--- config.mk ---
export PLATFORM = sky130hd
export DESIGN_NAME = regfile_write_queue
export DESIGN_NICKNAME = d
export VERILOG_FILES = /design/src/rtl/regfile_pkg.sv /design/src/rtl/wq_fwd_match.sv /design/src/rtl/regfile_write_queue.sv
export SDC_FILE = /design/constraint.sdc
export NUM_CORES = 1
export LEC_CHECK = 0
export CAP_MARGIN = 20
export CORE_UTILIZATION = 30
export DETAILED_ROUTE_END_ITERATION = 10
export PLACE_DENSITY = 0.59
export SYNTH_ARGS = -nofsm -noshare
export SYNTH_HDL_FRONTEND = slang
export SYNTH_SLANG_ARGS = --single-unit
--- constraint.sdc ---
create_clock -name Clk -period 12.85 [get_ports Clk]
set_input_delay 2.57 -clock Clk [delete_from_list [all_inputs] [get_ports Clk]]
set_output_delay 2.57 -clock Clk [all_outputs]
set_load 0.005 [all_outputs]
--- src/rtl/regfile_pkg.sv ---
// Shared types and constants for the register file and its write queue.
package regfile_pkg;

    localparam int REG_ADDR_W = 5;
    localparam int DATA_W     = 32;
    localparam logic [REG_ADDR_W-1:0] REG_ZERO = 5'd0;

    typedef struct packed {
        logic                  valid;
        logic [REG_ADDR_W-1:0] regAddr;
        logic [DATA_W-1:0]     data;
    } wq_entry_t;

endpackage

--- src/rtl/wq_fwd_match.sv ---
// Youngest-match forwarding selector over the queue entries plus the output stage.
module wq_fwd_match
    import regfile_pkg::*;
#(
    parameter int DEPTH = 4,
    parameter int PTR_W = $clog2(DEPTH)
) (
    input  wq_entry_t              entries [DEPTH],
    input  logic [PTR_W-1:0]       tail,
    input  wq_entry_t              outStage,
    input  logic [REG_ADDR_W-1:0]  lookupRegister,
    output logic                   hit,
    output logic [DATA_W-1:0]      hitData
);

    logic [PTR_W-1:0] idx;

    // Scan from tail (oldest slot when full) around to tail-1 (youngest) so
    // later matches override earlier ones; the output stage is oldest of all.
    always_comb begin
        hit     = 1'b0;
        hitData = '0;
        idx     = '0;
        if (lookupRegister != REG_ZERO) begin
            if (outStage.valid && outStage.regAddr == lookupRegister) begin
                hit     = 1'b1;
                hitData = outStage.data;
            end
            for (int k = 0; k < DEPTH; k++) begin
                idx = tail + PTR_W'(k);
                if (entries[idx].valid && entries[idx].regAddr == lookupRegister) begin
                    hit     = 1'b1;
                    hitData = entries[idx].data;
                end
            end
        end
    end

endmodule

--- src/rtl/regfile_write_queue.sv ---
// Register-file writeback queue with forwarding lookup.
// Optional WQ_COALESCE_EN: merge a write into the tail entry when the register matches.
module regfile_write_queue
    import regfile_pkg::*;
#(
    parameter  int DEPTH = 4,
    localparam int PTR_W = $clog2(DEPTH)
) (
    input  logic                  Clk,
    input  logic                  Rst_n,
    input  logic                  InValid,
    output logic                  InReady,
    input  logic [REG_ADDR_W-1:0] InRegister,
    input  logic [DATA_W-1:0]     InData,
    input  logic                  DrainEn,
    output logic                  RegWrite,
    output logic [REG_ADDR_W-1:0] WriteRegister,
    output logic [DATA_W-1:0]     WriteData,
    input  logic [REG_ADDR_W-1:0] LookupRegister1,
    input  logic [REG_ADDR_W-1:0] LookupRegister2,
    output logic                  Hit1,
    output logic                  Hit2,
    output logic [DATA_W-1:0]     HitData1,
    output logic [DATA_W-1:0]     HitData2,
    output logic [PTR_W:0]        Count
);

    localparam logic [PTR_W:0] FULL_COUNT = (PTR_W+1)'(DEPTH);

    wq_entry_t        entries [DEPTH];
    wq_entry_t        outStage;
    logic [PTR_W-1:0] head, tail, tailPrev;
    logic [PTR_W:0]   count;
    logic             accept, push, drain, coalesce;

    // Handshake: a request transfers on any rising edge where InValid and
    // InReady are both high; InReady depends only on registered occupancy.
    assign InReady  = count < FULL_COUNT;
    assign accept   = InValid && InReady;
    assign drain    = DrainEn && (count != '0);
    assign tailPrev = tail - PTR_W'(1);

`ifdef WQ_COALESCE_EN
    // A lone entry being drained this edge cannot absorb the new data.
    assign coalesce = accept && (InRegister != REG_ZERO) && (count != '0) &&
                      (entries[tailPrev].regAddr == InRegister) &&
                      !(drain && count == (PTR_W+1)'(1));
`else
    assign coalesce = 1'b0;
`endif

    assign push = accept && (InRegister != REG_ZERO) && !coalesce;

    always_ff @(posedge Clk or negedge Rst_n) begin
        if (!Rst_n) begin
            head          <= '0;
            tail          <= '0;
            count         <= '0;
            RegWrite      <= 1'b0;
            WriteRegister <= '0;
            WriteData     <= '0;
            for (int i = 0; i < DEPTH; i++) begin
                entries[i] <= '0;
            end
        end else begin
            if (push) begin
                entries[tail] <= '{valid: 1'b1, regAddr: InRegister, data: InData};
                tail          <= tail + PTR_W'(1);
            end
            if (coalesce) begin
                entries[tailPrev].data <= InData;
            end
            if (drain) begin
                entries[head].valid <= 1'b0;
                head                <= head + PTR_W'(1);
                RegWrite            <= 1'b1;
                WriteRegister       <= entries[head].regAddr;
                WriteData           <= entries[head].data;
            end else begin
                RegWrite <= 1'b0;
            end
            count <= count + (PTR_W+1)'(push) - (PTR_W+1)'(drain);
        end
    end

    assign Count    = count;
    assign outStage = '{valid: RegWrite, regAddr: WriteRegister, data: WriteData};

    wq_fwd_match #(.DEPTH(DEPTH), .PTR_W(PTR_W)) uFwd1 (
        .entries        (entries),
        .tail           (tail),
        .outStage       (outStage),
        .lookupRegister (LookupRegister1),
        .hit            (Hit1),
        .hitData        (HitData1)
    );

    wq_fwd_match #(.DEPTH(DEPTH), .PTR_W(PTR_W)) uFwd2 (
        .entries        (entries),
        .tail           (tail),
        .outStage       (outStage),
        .lookupRegister (LookupRegister2),
        .hit            (Hit2),
        .hitData        (HitData2)
    );

endmodule

# Yosys cells after proc, flatten, opt, wreduce, memory -nomap -nowiden

Cells that the tools add are included.
Widths: inputs -> output; s select.

Equal/unequal tests: 10
Bitwise operators: 5
Multiplexer cells: 48
$add $sub $neg: 6
Order comparisons: 8
Reduce and logical (&&, ||, !) cells: 19

Operators by type and width:

| cell                | count |
|---|---|
| $mux 32             | 12 |
| $bmux 38 s2         | 5 |
| $mux 38             | 10 |
| $bwmux 152          | 2 |
| $mux 152            | 2 |
| $demux 38 s2        | 2 |
| $mux 37             | 2 |
| $eq 5x5->1          | 10 |
| $ge 3x3->1 const B  | 5 |
| $logic_and 1x1->1   | 15 |
| $not 2->3           | 5 |
| $reduce_bool 5->1   | 3 |
| $mux 1              | 13 |
| $lt 3x1->1 const B  | 2 |
| $add 2x1->2 const B | 2 |
| $add 2x2->2 const B | 2 |
| $add 3x1->3         | 1 |
| $lt 3x3->1 const B  | 1 |
| $reduce_bool 3->1   | 1 |
| $sub 3x1->3         | 1 |

Output and inout bits: 108
Input port bits: 51
Logic and storage cells: 114
Bits in registers: 197

# Longest topological paths before layout

Gate-level depths: netlist of the first run.

Word-level depth: 11
Mapped depth: 16
Gate-level depth less buffers: 9

# By module

Synthesis of the first run repeated with hierarchy kept, for this count alone.

Cell total of the unflattened synthesis: 2183
Area total of the unflattened synthesis: 19140.9 um^2

Modules (own cells, without submodules):

| module              | area an instance (um^2) | cells each | instances | sequential area each (um^2) |
|---|---|---|---|---|
| wq_fwd_match        | 5358.9                  | 803        | 2         | 0.0 |
| regfile_write_queue | 8423.1                  | 577        | 1         | 4929.7 |

# Worst setup path before layout of the first run

Ideal clock, no wire load.

Kind: in2out
Start point: in LookupRegister2[0]
End point: out HitData2[0]
Path slack: 6028 ps
Required time: 10280 ps
Stages on the path: 8
Path buffers: 2
Arrival: 4252 ps
Path through: clkbuf_1 > xor2_1 > nor4_1 > nand3_1 > a21oi_1 > clkbuf_1 > a221oi_1 > o31ai_1

Cells in the longest elaborated chain, start to end: 8
Elaborated cells between the ends (all ways): 17
Those cells by class: eq/ne: 5; mux: 6; reduce/logical: 6

RTL lines:

| item                  | RTL line                  | source |
|---|---|---|
| from (decl)           | regfile_write_queue.sv:20 | `input logic [REG_ADDR_W-1:0] LookupRegister2,` |
| $eq 5x5->1            | wq_fwd_match.sv:25        | `if (outStage.valid && outStage.regAddr == lookupRegister) begin` |
| $logic_and 1x1->1     | wq_fwd_match.sv:25        |  |
| $mux 32               | wq_fwd_match.sv:25        |  |
| $mux 32 (4 in series) | wq_fwd_match.sv:31        | `if (entries[idx].valid && entries[idx].regAddr == lookupRegister) begin` |
| $mux 32 *             | wq_fwd_match.sv:24        | `if (lookupRegister != REG_ZERO) begin` |
| to (decl)             | regfile_write_queue.sv:24 | `output logic [DATA_W-1:0] HitData2,` |

Every way passes the cells marked *; elsewhere a longest branch is shown, timed or not.

# Worst setup path after layout of the first run

Start point: reg tail[0]
End point: out HitData2[15]

Cells in the longest elaborated chain, start to end: 11
Elaborated cells between the ends (all ways): 32
Those cells by class: add/sub: 3; eq/ne: 4; mux: 17; bitwise: 4; reduce/logical: 4

RTL lines:

| item                                                           | RTL line                                                   | source |
|---|---|---|
| from (decl)                                                    | regfile_write_queue.sv:32                                  | `logic [PTR_W-1:0] head, tail, tailPrev;` |
| from (signal assigned)                                         | regfile_write_queue.sv:68                                  | `tail <= tail + PTR_W'(1);` |
| $add 2x1->2 or $not 2->3 (tied branches)                       | wq_fwd_match.sv:30, wq_fwd_match.sv:31, wq_fwd_match.sv:33 |  |
| $not 2->3 (implied by the code) or $bmux 38 s2 (tied branches) | wq_fwd_match.sv:31, wq_fwd_match.sv:33                     |  |
| $bmux 38 s2 or $mux 38 (tied branches)                         | wq_fwd_match.sv:31, wq_fwd_match.sv:33                     |  |
| $mux 38 (on tied branches)                                     | wq_fwd_match.sv:31, wq_fwd_match.sv:33                     |  |
| $mux 38 (implied by the code) or $eq 5x5->1 (tied branches)    | wq_fwd_match.sv:33, wq_fwd_match.sv:31                     |  |
| $eq 5x5->1 or $logic_and 1x1->1 (tied branches)                | wq_fwd_match.sv:31                                         |  |
| $logic_and 1x1->1 or $mux 32 (tied branches)                   | wq_fwd_match.sv:31                                         |  |
| $mux 32 (2 in series)                                          | wq_fwd_match.sv:31                                         |  |
| $mux 32 *                                                      | wq_fwd_match.sv:31                                         |  |
| $mux 32 *                                                      | wq_fwd_match.sv:24                                         |  |

Every way passes the cells marked *; elsewhere a longest branch is shown, timed or not. The select of a mux whose other input is x is not followed.

==> metrics.txt, run 1 <==
# TYPE chip_impl_metric gauge
chip_impl_info{name="cp-end-kind",value="primary output"} 1
chip_impl_metric{name="fp-row-count",unit=""} 82
chip_impl_metric{name="vdd.ir_drop.worst",unit="mV"} 0.133
chip_impl_metric{name="power.density_cell_area",unit="nW/um2"} 299
chip_impl_metric{name="global_route_wire_length_before_repair",unit="um"} 80200
chip_impl_metric{name="max_cap_check_violation_count",unit=""} 0
chip_impl_info{name="outcome",value="finished clean"} 1
chip_impl_info{name="ys.flop_type",value="dfrtp_1"} 1
chip_impl_metric{name="drt-wirelength-per-cell",unit="um"} 26.6
chip_impl_metric{name="grt-ovfl-total",unit=""} 0
chip_impl_metric{name="core_area",unit="um2"} 50500
chip_impl_metric{name="die_area",unit="um2"} 52400
chip_impl_metric{name="synth-compound-area-share",unit="%"} 12.3
chip_impl_metric{name="relSlewSlack",unit="%"} 25.2
chip_impl_metric{name="final_util",unit="%"} 36.0
chip_impl_metric{name="postSynthNetCount",unit=""} 1307
chip_impl_metric{name="finalHoldViolCount",unit=""} 0
chip_impl_metric{name="first_global_vias",unit=""} 12400
chip_impl_metric{name="die_boundary_width",unit="um"} 229
chip_impl_metric{name="post_cts_buffers",unit=""} 0
chip_impl_metric{name="ant_nets",unit=""} 0
chip_impl_metric{name="netlist_area",unit="um2"} 15500
chip_impl_metric{name="synth-edff-count",unit=""} 0
chip_impl_metric{name="post_synth_inst_count",unit=""} 1245
chip_impl_metric{name="synthXorXnorAreaFrac",unit="%"} 3.06
chip_impl_info{name="hold_path.class",value="register to register"} 1
chip_impl_metric{name="placed_area",unit="um2"} 17600
chip_impl_metric{name="cts.reportedPaths.clkPinSlew",unit="ps"} 80
chip_impl_metric{name="report.final.slew_viol_count",unit=""} 0
chip_impl_metric{name="worst_ep_arrival_time",unit="ps"} 6580
chip_impl_metric{name="worst-r2r-setup-slack",unit="ps"} 9530
chip_impl_metric{name="synth_mux_area_share",unit="%"} 38.5
chip_impl_metric{name="tightestPinTransition",unit="ps"} 1120
chip_impl_metric{name="setup_viol",unit=""} 0
chip_impl_metric{name="clock-sinks",unit=""} 197
chip_impl_info{name="setup.worst_path.class",value="register to primary output"} 1
chip_impl_info{name="clk_root_buffer_cell",value="clkbuf_16"} 1
chip_impl_metric{name="grtUsageTotal",unit="%"} 20.3
chip_impl_metric{name="dp.final_hpwl",unit="um"} 33200
chip_impl_metric{name="cts_inserted_buffers",unit=""} 17
chip_impl_metric{name="cts_max_level",unit=""} 4
chip_impl_metric{name="dr.first_iter.drc_count",unit=""} 1083
chip_impl_metric{name="synthSimpleGateAreaFrac",unit="%"} 8.69
chip_impl_metric{name="max_freq",unit="MHz"} 109
chip_impl_metric{name="die_h",unit="um"} 229
chip_impl_metric{name="synthAdderAreaFrac",unit="%"} 0.939
chip_impl_metric{name="synth-seq-cells",unit=""} 197
chip_impl_metric{name="synth_sequential_area_ratio",unit="%"} 31.9
chip_impl_metric{name="synthToLayoutAreaGrowth",unit="%"} 17.7
chip_impl_info{name="critPathLaunchType",value="register"} 1
chip_impl_metric{name="detail_route.first_pass.iterations",unit=""} 5
chip_impl_metric{name="totalPowerFinal",unit="W"} 0.00543
chip_impl_info{name="grt_setup_unrepaired",value="false"} 1
chip_impl_metric{name="post_cts_resized",unit=""} 0
chip_impl_metric{name="vias",unit=""} 12300
chip_impl_metric{name="ys_async_sr_fraction",unit="%"} 100
chip_impl_metric{name="routability_cong",unit=""} 0.839
chip_impl_metric{name="drc",unit=""} 0
chip_impl_metric{name="tns",unit="ps"} 0
chip_impl_metric{name="required",unit="ps"} 10280
chip_impl_metric{name="hold_buffers",unit=""} 0
chip_impl_metric{name="yosys.cell_types.count",unit=""} 49
chip_impl_metric{name="grt_antenna_before_repair",unit=""} 3
chip_impl_info{name="tritoncts",value="done"} 1
chip_impl_metric{name="yosysWarningCount",unit=""} 0
chip_impl_metric{name="clkLatencyLatePin",unit="ps"} 470
chip_impl_metric{name="floorplan.initialDensity",unit="%"} 30.6
chip_impl_metric{name="portBuffers",unit=""} 158
chip_impl_metric{name="static-leakage-power",unit="nW"} 6.61
chip_impl_metric{name="synthesis.area_per_instance",unit="um2"} 12.4
chip_impl_info{name="synth_top_family_by_area",value="multiplexers"} 1
chip_impl_metric{name="nets",unit=""} 1377
chip_impl_metric{name="top_level_ports",unit=""} 159
chip_impl_metric{name="post_drt_via_cell_ratio",unit=""} 6.14
chip_impl_metric{name="design_area",unit="um2"} 18200
chip_impl_metric{name="grt_max_degree",unit=""} 80
chip_impl_metric{name="worstPathMaxFanout",unit=""} 46
chip_impl_metric{name="fin_worst_skew",unit="ps"} 10.7
chip_impl_metric{name="routed_wl",unit="um"} 53300
chip_impl_metric{name="layout-drive-gt1-share",unit="%"} 33.7
chip_impl_metric{name="final_min_period_over_clock_period",unit="%"} 71.2
chip_impl_metric{name="ctsLongestPathBuffers",unit=""} 2
chip_impl_metric{name="timing.final.crit_period",unit="ps"} 9150
## kinds of logic after synthesis
group | count (synthesis)
compound gates | 208
xor+xnor | 54
fa+ha+maj | 11
buf+inv | 150
flops | 197
mux | 337
simple gates | 288
## routing by layer
layer / GRT usage, % / vias up / share of wire [%]
met4: 8.85 / 2 / 3.5
met1: 25.7 / 6375 / 40
met3: 4.79 / 136 / 7.9
met2: 33.1 / 667 / 49
li1: - / 5105 / -
met5: 0 / - / 0.024
## critical path: stages (launching register included)
cell and delay (ps):
dfrtp_4 910, inv_1 310, ha_4 670, buf_4 690, mux4_1 730, xor2_1 180
nor3_1 300, and4_2 1010, a221oi_1 160, o31ai_1 480, clkdlybuf4s50_1 600
## synth_stat cells (11+ instances only)
cell type    n  area share (%)
a221oi_2    30             2.9
inv_1       13            0.32
o31ai_1     65             3.2
nor2_1      69             1.7
nand2b_1    32             1.3
xor2_1      21             1.2
a32oi_1     64             3.6
nand2_1    123             3.0
mux4_2     180              26
xnor2_1     33             1.9
dfrtp_1    197              32
a221oi_1    34             1.9
buf_1       11            0.27
mux2_2     148              11
nor2b_1     33             1.3
clkbuf_1    61             1.5
buf_2       51             1.7
## area by class of cell
| class | count | area [um2] |
|---|---|---|
| Antenna cell | 2 | 5.00 |
| Clock inverter | 14 | 169 |
| Tap cell | 672 | 841 |
| Fill cell | 4900 | 32300 |
| Multi-Input combinational cell | 898 | 9920 |
| Timing Repair Buffer | 187 | 1820 |
| Clock buffer | 18 | 439 |
| Sequential cell | 197 | 4940 |
| Inverter | 14 | 52.6 |
## where the power goes
part / total, W / switching [W] / internal (W)
Clock: 0.000574 / 0.000275 / 0.000299
Sequential: 0.00145 / 0.000518 / 0.000931
Combinational: 0.00341 / 0.00156 / 0.00186
## cell usage in the layout, fill, tap and decap left out, drive strengths merged, types with 4 or more instances in the layout
master,synthesis,layout
a221oi,64,64
a22oi,4,4
a32oi,64,64
buf,75,29
clkbuf,61,19
clkdlybuf4s50,0,157
dfrtp,197,197
ha,10,10
inv,14,20
mux2,148,148
mux4,189,189
nand2,123,123
nand2b,32,32
nand3,9,9
nor2,70,70
nor2b,33,33
nor4,4,4
o31ai,65,65
xnor2,33,33
xor2,21,21
## path summary, 6_finish.rpt
path | start | end | cells after the start
min in group asynchronous | Rst_n | WriteRegister[2] | 1
hold reg to reg | WriteData[22] | WriteData[22] | 2
max in group asynchronous | Rst_n | head[0] | 2
hold / removal | WriteData[22] | WriteData[22] | 2
setup reg to reg | tail[0] | register | 5
setup / recovery | tail[0] | HitData2[15] | 10
## per-stage QoR
step / worst slack (ps) / std cells / hold WS [ps]
finish: 3700 / 2002 / 547
global route: 3410 / 2000 / 590
global placement: 3980 / 1967 / 527
floorplan: 6030 / 1245 / 512
detailed placement: 3980 / 1968 / 530
CTS: 3640 / 2000 / 548
Power figures use the tool's default switching activity.
==> inputs of run 2 (changes only) <==
- PLACE_DENSITY: 0.59 -> 0.6
- clock period: 12.85 -> 7.9 ns (I/O delays scaled with it)
==> run 2 against run 1 <==
Via count increased by 0.20%. Cell count increased by 0.40%. Cell area is 0.35% higher. Clock-buffer cell count rose by 1. Worst setup slack worse by 2700 ps. First-iteration DRC count grew 15%. Clock power increased by 58%. Flip-flop and latch count stayed put. Die area is the same. Clock skew up 4.8 ps. Critical path type unchanged. Power rose by 63%.
==> metrics.txt, run 2 (synthesis gave the netlist of run 1 again) <==
# TYPE chip_impl_metric gauge
chip_impl_metric{name="worst-path-buf-inv",unit=""} 2
chip_impl_metric{name="portBuffers",unit=""} 158
chip_impl_metric{name="vdd.ir_drop.worst",unit="mV"} 0.255
chip_impl_metric{name="final_min_period_over_clock_period",unit="%"} 87.2
chip_impl_metric{name="clock-sinks",unit=""} 197
chip_impl_info{name="mostFrequentLayoutCells",value="193 x dfrtp_1, 180 x mux4_2, 157 x clkdlybuf4s50_1, 148 x mux2_2, 119 x nand2_1"} 1
chip_impl_info{name="grt_setup_unrepaired",value="false"} 1
chip_impl_metric{name="cts_inserted_buffers",unit=""} 17
chip_impl_metric{name="core_area",unit="um2"} 50500
chip_impl_info{name="clk_root_buffer_cell",value="clkbuf_16"} 1
chip_impl_metric{name="die_area",unit="um2"} 52400
chip_impl_metric{name="dpl_worst_slack",unit="ps"} 1410
chip_impl_metric{name="ant_nets",unit=""} 0
chip_impl_info{name="critPathLaunchType",value="register"} 1
chip_impl_metric{name="static-leakage-power",unit="nW"} 6.65
chip_impl_metric{name="routability_cong",unit=""} 0.865
chip_impl_info{name="cp_top_family",value="simple AND/OR/NAND/NOR gates"} 1
chip_impl_info{name="cp_cell_sequence",value="inv_1, ha_4, mux4_1, xor2_1, nor3_1, and4_2, a221oi_1, o31ai_1, clkdlybuf4s50_1"} 1
chip_impl_metric{name="synthToLayoutAreaGrowth",unit="%"} 18.1
chip_impl_metric{name="cts.reportedPaths.clkPinSlew",unit="ps"} 80
chip_impl_metric{name="detail_route.first_pass.iterations",unit=""} 5
chip_impl_metric{name="worst_ep_arrival_time",unit="ps"} 5310
chip_impl_metric{name="layout-drive-gt1-share",unit="%"} 34.1
chip_impl_info{name="setup.worst_path.class",value="register to primary output"} 1
chip_impl_info{name="outcome",value="finished clean"} 1
chip_impl_metric{name="die_h",unit="um"} 229
chip_impl_metric{name="post-route-worst-setup-slack",unit="ps"} 1010
chip_impl_metric{name="report.final.slew_viol_count",unit=""} 0
chip_impl_metric{name="drt-wirelength-per-cell",unit="um"} 26.4
chip_impl_info{name="critPathSlowestCell",value="and4_2"} 1
chip_impl_metric{name="placed_area",unit="um2"} 17600
chip_impl_metric{name="grt-ovfl-total",unit=""} 0
chip_impl_metric{name="worstPathMaxFanout",unit=""} 36
chip_impl_metric{name="floorplan.initialDensity",unit="%"} 30.6
chip_impl_metric{name="ctsLongestPathBuffers",unit=""} 2
chip_impl_metric{name="power.density_cell_area",unit="nW/um2"} 484
chip_impl_metric{name="vias",unit=""} 12300
chip_impl_metric{name="clkLatencyLatePin",unit="ps"} 460
chip_impl_metric{name="hold_buffers",unit=""} 0
chip_impl_metric{name="fin_worst_skew",unit="ps"} 15.5
chip_impl_metric{name="post_cts_buffers",unit=""} 0
chip_impl_metric{name="top_level_ports",unit=""} 159
chip_impl_metric{name="cts_max_level",unit=""} 4
chip_impl_metric{name="timing.final.crit_period",unit="ps"} 6890
chip_impl_metric{name="tns",unit="ps"} 0
chip_impl_metric{name="required",unit="ps"} 6320
chip_impl_metric{name="nets",unit=""} 1385
chip_impl_metric{name="routed_wl",unit="um"} 53100
chip_impl_metric{name="grt_antenna_before_repair",unit=""} 2
chip_impl_metric{name="finalHoldViolCount",unit=""} 0
chip_impl_metric{name="first_global_vias",unit=""} 12500
chip_impl_metric{name="global_route_wire_length_before_repair",unit="um"} 80800
chip_impl_metric{name="max_cap_check_violation_count",unit=""} 0
chip_impl_metric{name="worst_path_largest_cell_delay",unit="ps"} 810
chip_impl_info{name="hold_path.class",value="register to register"} 1
chip_impl_metric{name="dp.final_hpwl",unit="um"} 33800
chip_impl_metric{name="drc",unit=""} 0
chip_impl_metric{name="dr.first_iter.drc_count",unit=""} 1248
chip_impl_metric{name="grt_max_degree",unit=""} 88
chip_impl_info{name="cp-end-kind",value="primary output"} 1
chip_impl_metric{name="fp-row-count",unit=""} 82
chip_impl_metric{name="setup_viol",unit=""} 0
chip_impl_info{name="tritoncts",value="done"} 1
chip_impl_metric{name="design_area",unit="um2"} 18300
chip_impl_metric{name="relSlewSlack",unit="%"} 22.3
chip_impl_metric{name="post_cts_resized",unit=""} 0
chip_impl_info{name="leading_cell_type_in_the_layout_fill_and_taps_excluded",value="dfrtp_1"} 1
chip_impl_metric{name="die_boundary_width",unit="um"} 229
chip_impl_metric{name="tightestPinTransition",unit="ps"} 1160
chip_impl_metric{name="post_drt_via_cell_ratio",unit=""} 6.12
chip_impl_metric{name="grtUsageTotal",unit="%"} 20.4
chip_impl_metric{name="max_freq",unit="MHz"} 145
==> run 2: per-layer routing <==
layer,global-route usage [%],share of wire [%]
met1,26.9,41
met2,32.8,49
met3,4.05,7.8
met4,8.15,2.8
met5,0,0.017
==> run 2: tightest hold or removal path, delay by kind of cell (launching register included) <==
| family | cells | cell delay, ps |
|---|---|---|
| and+or+nand+nor | 2 | 130 |
| DFF | 1 | 410 |
==> run 2: final cells by class <==
type / instances / area, um2
inverters: 14 / 52.6
well taps: 672 / 841
diodes: 2 / 5.00
clock buffers: 19 / 443
multi-input cells: 898 / 9920
clock inverters: 13 / 148
repair buffers: 195 / 1900
fillers: 4915 / 32200
flip-flops and latches: 197 / 4940
==> run 2: stage by stage <==
| stage | hold slack, ps | std cells | total power, W | utilization [%] |
|---|---|---|---|---|
| after floorplan | 512 | 1245 | 0.00613 | - |
| after global placement | 531 | 1974 | 0.00774 | 34.9 |
| after detailed placement | 533 | 1974 | 0.00790 | 34.9 |
| after CTS | 557 | 2006 | 0.00882 | 36.0 |
| after global routing | 576 | 2009 | 0.00939 | 36.2 |
| final | 559 | 2010 | 0.00884 | 36.2 |
==> run 2: power breakdown <==
part	total, W	internal [W]	switching [W]
clock	0.000906	0.000480	0.000426
sequential	0.00227	0.00152	0.000754
combinational	0.00566	0.00305	0.00261
==> run 2: final timing paths <==
check,startpoint,endpoint,cells past startpoint,slack (ps)
min in group asynchronous,Rst_n,WriteData[26],1,1170
min,WriteData[26],WriteData[26],2,560
min reg2reg,WriteData[26],WriteData[26],2,560
max in group asynchronous,Rst_n,tail[1],2,5260
max reg2reg,tail[1],register,6,4810
max,tail[0],HitData2[29],9,1010
